## config.mk

```make
export PLATFORM = sky130hd
export DESIGN_NAME = fetch_sequencer
export DESIGN_NICKNAME = d
export VERILOG_FILES = /design/src/rtl/fetch_sequencer.sv
export SDC_FILE = /design/constraint.sdc
export NUM_CORES = 1
export LEC_CHECK = 0
export BUFFER_PORTS_ARGS = -buffer_cell sky130_fd_sc_hd__clkbuf_2
export CORE_MARGIN = 2
export CORE_UTILIZATION = 56
export DETAILED_ROUTE_END_ITERATION = 16
export PLACE_DENSITY = 0.88
export SYNTH_ARGS = -nofsm -noshare
export SYNTH_HDL_FRONTEND = slang
export SYNTH_SLANG_ARGS = --single-unit
```

## constraint.sdc

```tcl
create_clock -name clk -period 4.06 [get_ports clk]
set_input_delay 1.218 -clock clk [delete_from_list [all_inputs] [get_ports clk]]
set_output_delay 1.218 -clock clk [all_outputs]
set_load 0.1 [all_outputs]
```

## src/rtl/fetch_sequencer.sv

```systemverilog
// Instruction-fetch sequencer: owns the PC and drives the imem req/ack port.
// Feeds Decode from a valid/ready hold buffer, with branch redirect and halt.
module fetch_sequencer #(
  parameter logic [31:0] PC_RESET     = 32'h0000_0000,
  parameter logic [31:0] RETIRED_INIT = 32'h0000_0000
) (
  input  logic        clk,
  input  logic        reset,
  output logic        imem_req,
  output logic [31:0] imem_addr,
  input  logic        imem_ack,
  input  logic [15:0] imem_rdata,
  output logic [15:0] instr,
  output logic        instr_valid,
  output logic [31:0] PC_out,
  input  logic        dec_ready,
  input  logic        branch_taken,
  input  logic [31:0] branch_target,
  input  logic        halt,
  output logic        halted,
  output logic [31:0] retired_cnt
);

  typedef enum logic [2:0] {
    S_BOOT,
    S_FETCH,
    S_HOLD,
    S_DRAIN,
    S_HALTED
  } state_t;

  localparam logic [31:0] PC_INIT = {PC_RESET[31:1], 1'b0};

  state_t      r_state, w_state;
  logic [31:0] r_pc, w_pc;
  logic [31:0] r_tgt, w_tgt;
  logic        r_pend, w_pend;
  logic [15:0] r_instr, w_instr;
  logic [31:0] r_pc_out, w_pc_out;
  logic [31:0] r_cnt, w_cnt;
  logic [31:0] w_br_tgt;
  logic        w_unused_bits;

  assign w_br_tgt      = {branch_target[31:1], 1'b0};
  assign w_unused_bits = branch_target[0];

  always_comb begin
    w_state  = r_state;
    w_pc     = r_pc;
    w_tgt    = r_tgt;
    w_pend   = r_pend;
    w_instr  = r_instr;
    w_pc_out = r_pc_out;
    w_cnt    = r_cnt;
    unique case (r_state)
      S_BOOT: w_state = S_FETCH;
      S_FETCH: begin
        if (halt) begin
          w_state = imem_ack ? S_HALTED : S_DRAIN;
        end else if (imem_ack && (branch_taken || r_pend)) begin
          // Stale data from before a redirect is dropped
          w_pc   = branch_taken ? w_br_tgt : r_tgt;
          w_pend = 1'b0;
        end else if (imem_ack) begin
          w_instr  = imem_rdata;
          w_pc_out = r_pc;
          w_pc     = r_pc + 32'd2;
          w_state  = S_HOLD;
        end else if (branch_taken) begin
          w_tgt  = w_br_tgt;
          w_pend = 1'b1;
        end
      end
      S_HOLD: begin
        if (halt) begin
          w_state = S_HALTED;
        end else if (branch_taken) begin
          w_pc    = w_br_tgt;
          w_pend  = 1'b0;
          w_state = S_FETCH;
        end else if (dec_ready) begin
          w_cnt   = r_cnt + 32'd1;
          w_state = S_FETCH;
        end
      end
      S_DRAIN: begin
        if (imem_ack) w_state = S_HALTED;
      end
      S_HALTED: w_state = S_HALTED;
      default:  w_state = S_BOOT;
    endcase
  end

  always_ff @(posedge clk) begin
    if (reset) begin
      r_state  <= S_BOOT;
      r_pc     <= PC_INIT;
      r_tgt    <= '0;
      r_pend   <= 1'b0;
      r_instr  <= '0;
      r_pc_out <= '0;
      r_cnt    <= RETIRED_INIT;
    end else begin
      r_state  <= w_state;
      r_pc     <= w_pc;
      r_tgt    <= w_tgt;
      r_pend   <= w_pend;
      r_instr  <= w_instr;
      r_pc_out <= w_pc_out;
      r_cnt    <= w_cnt;
    end
  end

  assign imem_req    = (r_state == S_FETCH) || (r_state == S_DRAIN);
  assign imem_addr   = imem_req ? r_pc : '0;
  assign instr_valid = (r_state == S_HOLD);
  assign halted      = (r_state == S_HALTED);
  assign instr       = r_instr;
  assign PC_out      = r_pc_out;
  assign retired_cnt = r_cnt;

endmodule
```

==> summary.md, run 1 <==
| Metric | Value |
|---|---|
| PostCTS Resize Cnt | `0` |
| WL/cell | `15.6 um` |
| Initial antenna violation count | `0` |
| Synthesized Nets | `972` |
| Adder-cell share of the synthesized area | `0.357%` |
| Final routed DRC violation total | `0` |
| GP Congestion | `between 0.8 and 0.9` |
| Area grow syn2layout | `22.0%` |
| Largest area contributor in the netlist | `dfxtp_1` |
| Crit path capture type | `output port` |
| Synth Area in Simple Gates | `27.6%` |
| Comb pwr share | `between 10% and 20%` |
| Fmax | `304 MHz` |
| Slew headroom | `32.8%` |
| Net Sw Frac | `26.7%` |
| Drt total wl | `19200 um` |
| Sink Count | `148` |
| # diodes | `0` |
| Hold WC Path Type | `reg2reg` |
| Mux share of post-synthesis cell area | `approximately 1.1%` |
| Cells after Synth | `916` |
| Worst-margin pin slew | `a little over 1 ns` |
| M1 wire length | `8100 um` |
| Net switching power | `923 uW` |
| PwrDens | `405 mW/mm^2` |
| Worst path required time | `between 2 and 3 ns` |
| CTS root buf | `clkbuf_16` |
| Leakage power | `0.00324 uW` |
| Flop pwr share | `43.9%` |
| Largest net degree at the start of global routing | `between 100 and 150` |
| CTS tree | `done` |
| Post-synthesis sequential area ratio | `42.3%` |
| Most common cell after layout, fill and taps aside | `nand2_1` |
| Worst Skew | `approximately 0.0079 ns` |
| Vert. Die Dim | `116 um` |
| # H-tree levels | `4` |
| Largest cells by area after synthesis | `dfxtp_1, nand2_1, a21oi_1` |
| Iteration-0 DRC Markers | `743` |
| Power Internal | `2540 uW` |
| Hold slack final | `0.451 ns` |
| Clock power share | `about 45%` |
| Vias in the first global route | `between 6000 and 7000` |
| Top-area cell type share of the netlist area | `42.3%` |
| EDFF count, synth | `0` |
| Port buffer count | `167` |
| Number of setup violations in the final report | `0` |
| Crit path DAT | `2.07 ns` |
| VDD IR-drop max | `roughly 330 uV` |
| Most frequent cells in the layout | `nand2_1, clkbuf_2, dfxtp_1` |
| GR Overflow Total | `0` |
| Final setup TNS | `0 ns` |
| Reg2reg setup slack | `approximately 1.4 ns` |
| Max cap viols | `0` |
| First-pass iteration count of the detailed router | `5` |
| Compound-Gate Fraction of Synth Area | `20.4%` |
| Post-synthesis xor/xnor area fraction | `3.50%` |
| Cts bufs inserted | `17` |
| CTS clk-pin slew, worst paths | `0.06 ns` |
| Total Die Area | `between 0.01 and 0.015 mm^2` |
| Hold Buf Count CTS | `0` |
| Slew Viols, Final | `0` |
| Met3 WL | `around 1600 um` |
| Total global-route track usage | `between 20% and 30%` |
| CP max FO | `15` |
| Yosys cell types | `between 50 and 60` |
| DR vias/cell | `5.89` |
| Ys async rst share | `0%` |
| Layout cells sized above 1 | `22.5%` |
| Dominant combinational cell family by area after synthesis | `simple AND/OR/NAND/NOR gates` |
| Final-stage net count | `1107` |
| Post-route antenna net violation count | `0` |
| Die X | `approximately 120 um` |
| Hold Vio Cnt, Final | `0` |
| Std cell rows | `40` |
| #FFs+latches synth | `148` |
| Longest Clk Path Bufs | `2` |
| Total core area | `0.0121 mm^2` |
| Tmin final | `around 3.3 ns` |
| Period utilization | `80.9%` |
| Setup Fix Bufs, Post-CTS | `0` |
| Latest clock arrival within the worst-skew pair | `0.42 ns` |
| Synth Flop Type | `dfxtp_1` |
| Avg Inst Size Synth | `7.65 um^2` |
| CP Class | `reg2out` |
| Hpwl dp | `between 10000 and 15000 um` |
| Highest Signal Layer | `met4` |
| Post-Syn Area | `roughly 0.007 mm^2` |
| Initial core utilization | `57.9%` |
| First-pass GRT wire length | `between 30000 and 40000 um` |
| Warnings from Yosys | `0` |
| Status | `complete, no violations` |
| WL met2 | `8910 um` |
| Ports | `around 170` |
| Routed via count | `7254` |
| Unrepaired setup endpoints after global routing | `false` |
| Setup crit start kind | `register` |
[final timing paths]
check	to	cells after the start	startpoint
worst max-delay path	instr_valid	3	r_state[1]
worst min-delay path	PC_out[4]	2	PC_out[4]
worst max register to register	retired_cnt[31]	6	r_state[1]
worst min register to register	PC_out[4]	2	PC_out[4]
[power by group through the flow]
| stage | Clock [uW] | Combinational [uW] | Sequential (uW) |
|---|---|---|---|
| 6_report | 1570 | 375 | 1520 |
| 5_1_grt | 1660 | 400 | 1520 |
| 4_1_cts | 1590 | 371 | 1520 |
| 3_5_place_dp | 0 | 368 | 1550 |
| 3_3_place_gp | 0 | 363 | 1550 |
| 2_1_floorplan | 0 | 242 | 1560 |
[flip-flops by register name, summed over array words and instances (netlist names)]
| signal | cells |
|---|---|
| PC_out | 32 |
| r_pc | 32 |
| r_tgt | 32 |
| retired_cnt | 32 |
| instr | 16 |
| r_state | 3 |
| r_pend | 1 |
[cells in the mapped netlist, types with 3 or more instances]
| cell | number |
|---|---|
| xor2_1 | 4 |
| o211ai_1 | 8 |
| a31oi_1 | 9 |
| dfxtp_1 | 148 |
| mux2i_1 | 4 |
| a21oi_1 | 121 |
| inv_1 | 15 |
| or3_1 | 7 |
| a21o_1 | 3 |
| o221ai_1 | 10 |
| o22ai_1 | 6 |
| o21ai_0 | 39 |
| and2_1 | 33 |
| a22o_1 | 5 |
| a211oi_1 | 9 |
| nor4_1 | 16 |
| nand3_1 | 31 |
| or4_1 | 7 |
| o21a_1 | 4 |
| and4_1 | 6 |
| nand4_1 | 18 |
| nor2_1 | 44 |
| clkbuf_1 | 65 |
| nor2b_1 | 5 |
| nor3_1 | 24 |
| mux2_2 | 3 |
| a221o_1 | 4 |
| buf_1 | 3 |
| nand2_1 | 197 |
| and3_1 | 6 |
| xnor2_1 | 24 |
| o221a_2 | 5 |
[per-stage QoR]
step | std cells | total power [uW] | cell area, um^2 | utilization, % | worst slack [ns]
after global routing | 1232 | 3580 | 8550 | 70.6 | 0.690
after global placement | 1200 | 1910 | 7960 | 65.7 | 0.678
after CTS | 1232 | 3480 | 8550 | 70.6 | 0.778
final | 1232 | 3460 | 8550 | 70.6 | 0.774
after detailed placement | 1200 | 1920 | 7960 | 65.7 | 0.672
after floorplan | 916 | 1810 | 7010 | - | 0.155
[kinds of logic (layout without fill, tap and decap cells)]
family | after synthesis | count (layout)
AOI/OAI and AO/OA | 237 | 237
and+or+nand+nor | 407 | 407
buffers and inverters | 87 | 235
muxes | 7 | 7
xor gates and xnor gates | 28 | 28
DFF | 148 | 148
adders and majority gates | 2 | 2
[per-layer routing]
metal,track usage (%),vias to the layer above
li1,-,3495
met1,36.1,3384
met2,45.0,334
met3,7.58,41
met4,13.4,0
met5,0,-
[critical path: stages, from the launching register on]
cell	delay (ns)
dfxtp_1	0.49
or3b_1	0.42
clkinv_2	0.22
clkbuf_2	0.51
[area by class of cell]
cell class                 instances  area (um^2)
timing repair buffer             187         1000
multi-input combinational        681         3720
inverter                          16         61.3
clock inverter                    15          165
sequential                       148         2960
clock buffer                      17          425
tap                              168          210
fill                            1020         3560
No activity file was read; power rests on OpenSTA's default activity.
==> inputs of run 2 (changes only) <==
Settings changed: CORE_UTILIZATION 56 to 49, PLACE_DENSITY 0.88 to 0.82.
Clock period 4.06 ns to 2.8 ns, I/O delays scaled along.
==> summary.md, run 2 (same netlist as run 1, synthesis figures left out) <==
| Metric | Value |
|---|---|
| Status | `complete, no violations` |
| Most common cell after layout, fill and taps aside | `nand2_1` |
| Max cap viols | `0 (unchanged)` |
| Reg2reg start | `r_state[1]` |
| Crit path capture type | `output port` |
| Area grow syn2layout | `32.1%` |
| Std cell rows | `43 (+7.5%)` |
| Cell Count, Final, Fillers Out | `1269 (+3.0%)` |
| # diodes | `0 (unchanged)` |
| Number of setup violations in the final report | `0 (unchanged)` |
| Initial antenna violation count | `0 (unchanged)` |
| Worst setup path end | `instr_valid` |
| CTS tree | `done` |
| Final setup TNS | `0 ns (unchanged)` |
| Crit path cell chain | `or3b_1 > clkinv_2 > buf_4 > buf_12` |
| DR vias/cell | `5.75 (-2.4%)` |
| WL/cell | `16.1 um (+3.3%)` |
| First-pass GRT wire length | `32600 um (+6.8%)` |
| Final routed DRC violation total | `0 (unchanged)` |
| Post-Layout Inst Area | `0.00926 mm^2 (+8.3%)` |
| Tmin final | `2.69 ns` |
| First-pass iteration count of the detailed router | `6 (+1)` |
| R2r endpoint | `retired_cnt[31]` |
| Hold WC Path Type | `reg2reg` |
| Hpwl dp | `14000 um (+9.6%)` |
| PwrDens | `544 mW/mm^2 (+34%)` |
| Reg2reg path depth | `6 (unchanged)` |
| CTS clk-pin slew, worst paths | `0.06 ns (about the same)` |
| Total core area | `0.0139 mm^2 (+15%)` |
| Latest clock arrival within the worst-skew pair | `0.43 ns (about the same)` |
| Leakage power | `0.00349 uW (+7.7%)` |
| Total of fill cells in the finished design | `1154 (+13%)` |
| Critical Path Max Stage Delay | `0.49 ns (-0.02 ns)` |
| Vert. Die Dim | `124 um (+6.7%)` |
| CP max FO | `14 (-1)` |
| Slew headroom | `62.4% (+30 points)` |
| Setup crit start kind | `register` |
| Worst-margin pin slew | `0.567 ns (-0.441 ns)` |
| Most frequent cells in the layout | `nand2_1, dfxtp_1, clkbuf_2` |
| Final-stage net count | `1133 (+2.3%)` |
| Layout cells sized above 1 | `25.9% (+3.4 points)` |
| Fmax | `372 MHz` |
| Initial core utilization | `50.3% (-7.6 points)` |
| Setup crit start | `r_state[1]` |
| VDD IR-drop max | `479 uV (+44%)` |
| Drt total wl | `20400 um (+6.4%)` |
| Period utilization | `96.0%` |
| CP Class | `reg2out` |
| GR Overflow Total | `0 (unchanged)` |
| Longest Clk Path Bufs | `2 (unchanged)` |
| Post-route antenna net violation count | `0 (unchanged)` |
| Die X | `124 um (+6.7%)` |
| Crit path DAT | `1.85 ns (-0.22 ns)` |
| Routed via count | `7294 (+0.55%)` |
| FF/Latch Area | `0.00298 mm^2 (+0.46%)` |
| Cells after DPL | `1238 (+3.2%)` |
| CP max stage cell | `dfxtp_1` |
| # H-tree levels | `4 (unchanged)` |
| Hold Vio Cnt, Final | `0 (unchanged)` |
| Multi-input gate area | `0.00374 mm^2 (+0.54%)` |
| PostCTS Resize Cnt | `1 (+1)` |
| Total global-route track usage | `27.0% (-1.4 points)` |
| Cts bufs inserted | `17 (unchanged)` |
| Hold Buf Count CTS | `0 (unchanged)` |
| Unrepaired setup endpoints after global routing | `false` |
| Worst Skew | `0.00581 ns (-0.00209 ns)` |
| Largest net degree at the start of global routing | `76 (-38%)` |
| Reg2reg setup slack | `0.40 ns (-1.04 ns)` |
| Slew Viols, Final | `0 (unchanged)` |
| GP Congestion | `0.920 (+3.3%)` |
| Total Die Area | `0.0153 mm^2 (+14%)` |
| Port buffer count | `167 (unchanged)` |
| CTS root buf | `clkbuf_16` |
| Sink Count | `148 (unchanged)` |
| Vias in the first global route | `6676 (+6.3%)` |
| Ports | `169 (unchanged)` |
| Post-DP Area | `0.00868 mm^2 (+9.0%)` |
| Setup Fix Bufs, Post-CTS | `0 (unchanged)` |
| Worst path required time | `1.96 ns (-0.88 ns)` |
| Iteration-0 DRC Markers | `626 (-16%)` |
[run 2: final cells by class]
| class | count | area share (%) |
|---|---|---|
| multi-input cells | 681 | 40.4 |
| flip-flops and latches | 148 | 32.2 |
| repair buffers | 213 | 18.2 |
| clock buffers | 21 | 4.97 |
| well taps | 180 | 2.43 |
| clock inverters | 10 | 1.16 |
| inverters | 16 | 0.662 |
[run 2: power breakdown]
group | leakage (uW) | total [uW] | internal (uW) | switching, uW
combinational | 0.00201 | 619 | 201 | 418
clock | 0.000274 | 2230 | 1340 | 883
sequential | 0.00120 | 2190 | 2150 | 47.1
total | 0.00349 | 5040 | 3690 | 1350
[run 2: how the worst min path moves through the flow]
stage               startpoint    endpoint  slack (ns)  cells after the start
finish                instr[8]    instr[8]        0.45                      2
detailed placement  PC_out[28]  PC_out[28]        0.45                      2
floorplan             r_tgt[4]    r_tgt[4]        0.43                      2
CTS                 PC_out[28]  PC_out[28]        0.45                      2
global placement     instr[13]   instr[13]        0.44                      2
global route        PC_out[28]  PC_out[28]        0.47                      2
[run 2: through the flow]
stage	total power, uW	utilization, %	setup WS (ns)	hold slack, ns
after floorplan	2620	-	0.0405	0.432
after global placement	2830	62.3	0.224	0.441
after detailed placement	2840	62.3	0.211	0.446
after CTS	5060	66.4	0.0451	0.454
after global routing	5200	66.4	0.0343	0.469
final	5040	66.4	0.113	0.452
[run 2: critical path: cells and delay by family (launching register included)]
kind          cells  cell delay (ns)
simple gates      1             0.43
flops             1             0.49
buf+inv           3             0.50
[run 2: metal layers]
metal / vias to the layer above / wire (um) / track usage, %
li1: 3549 / - / -
met4: 0 / 639 / 10.8
met5: - / 0 / 0
met1: 3361 / 8450 / 33.9
met2: 322 / 9730 / 44.2
met3: 62 / 1580 / 7.14
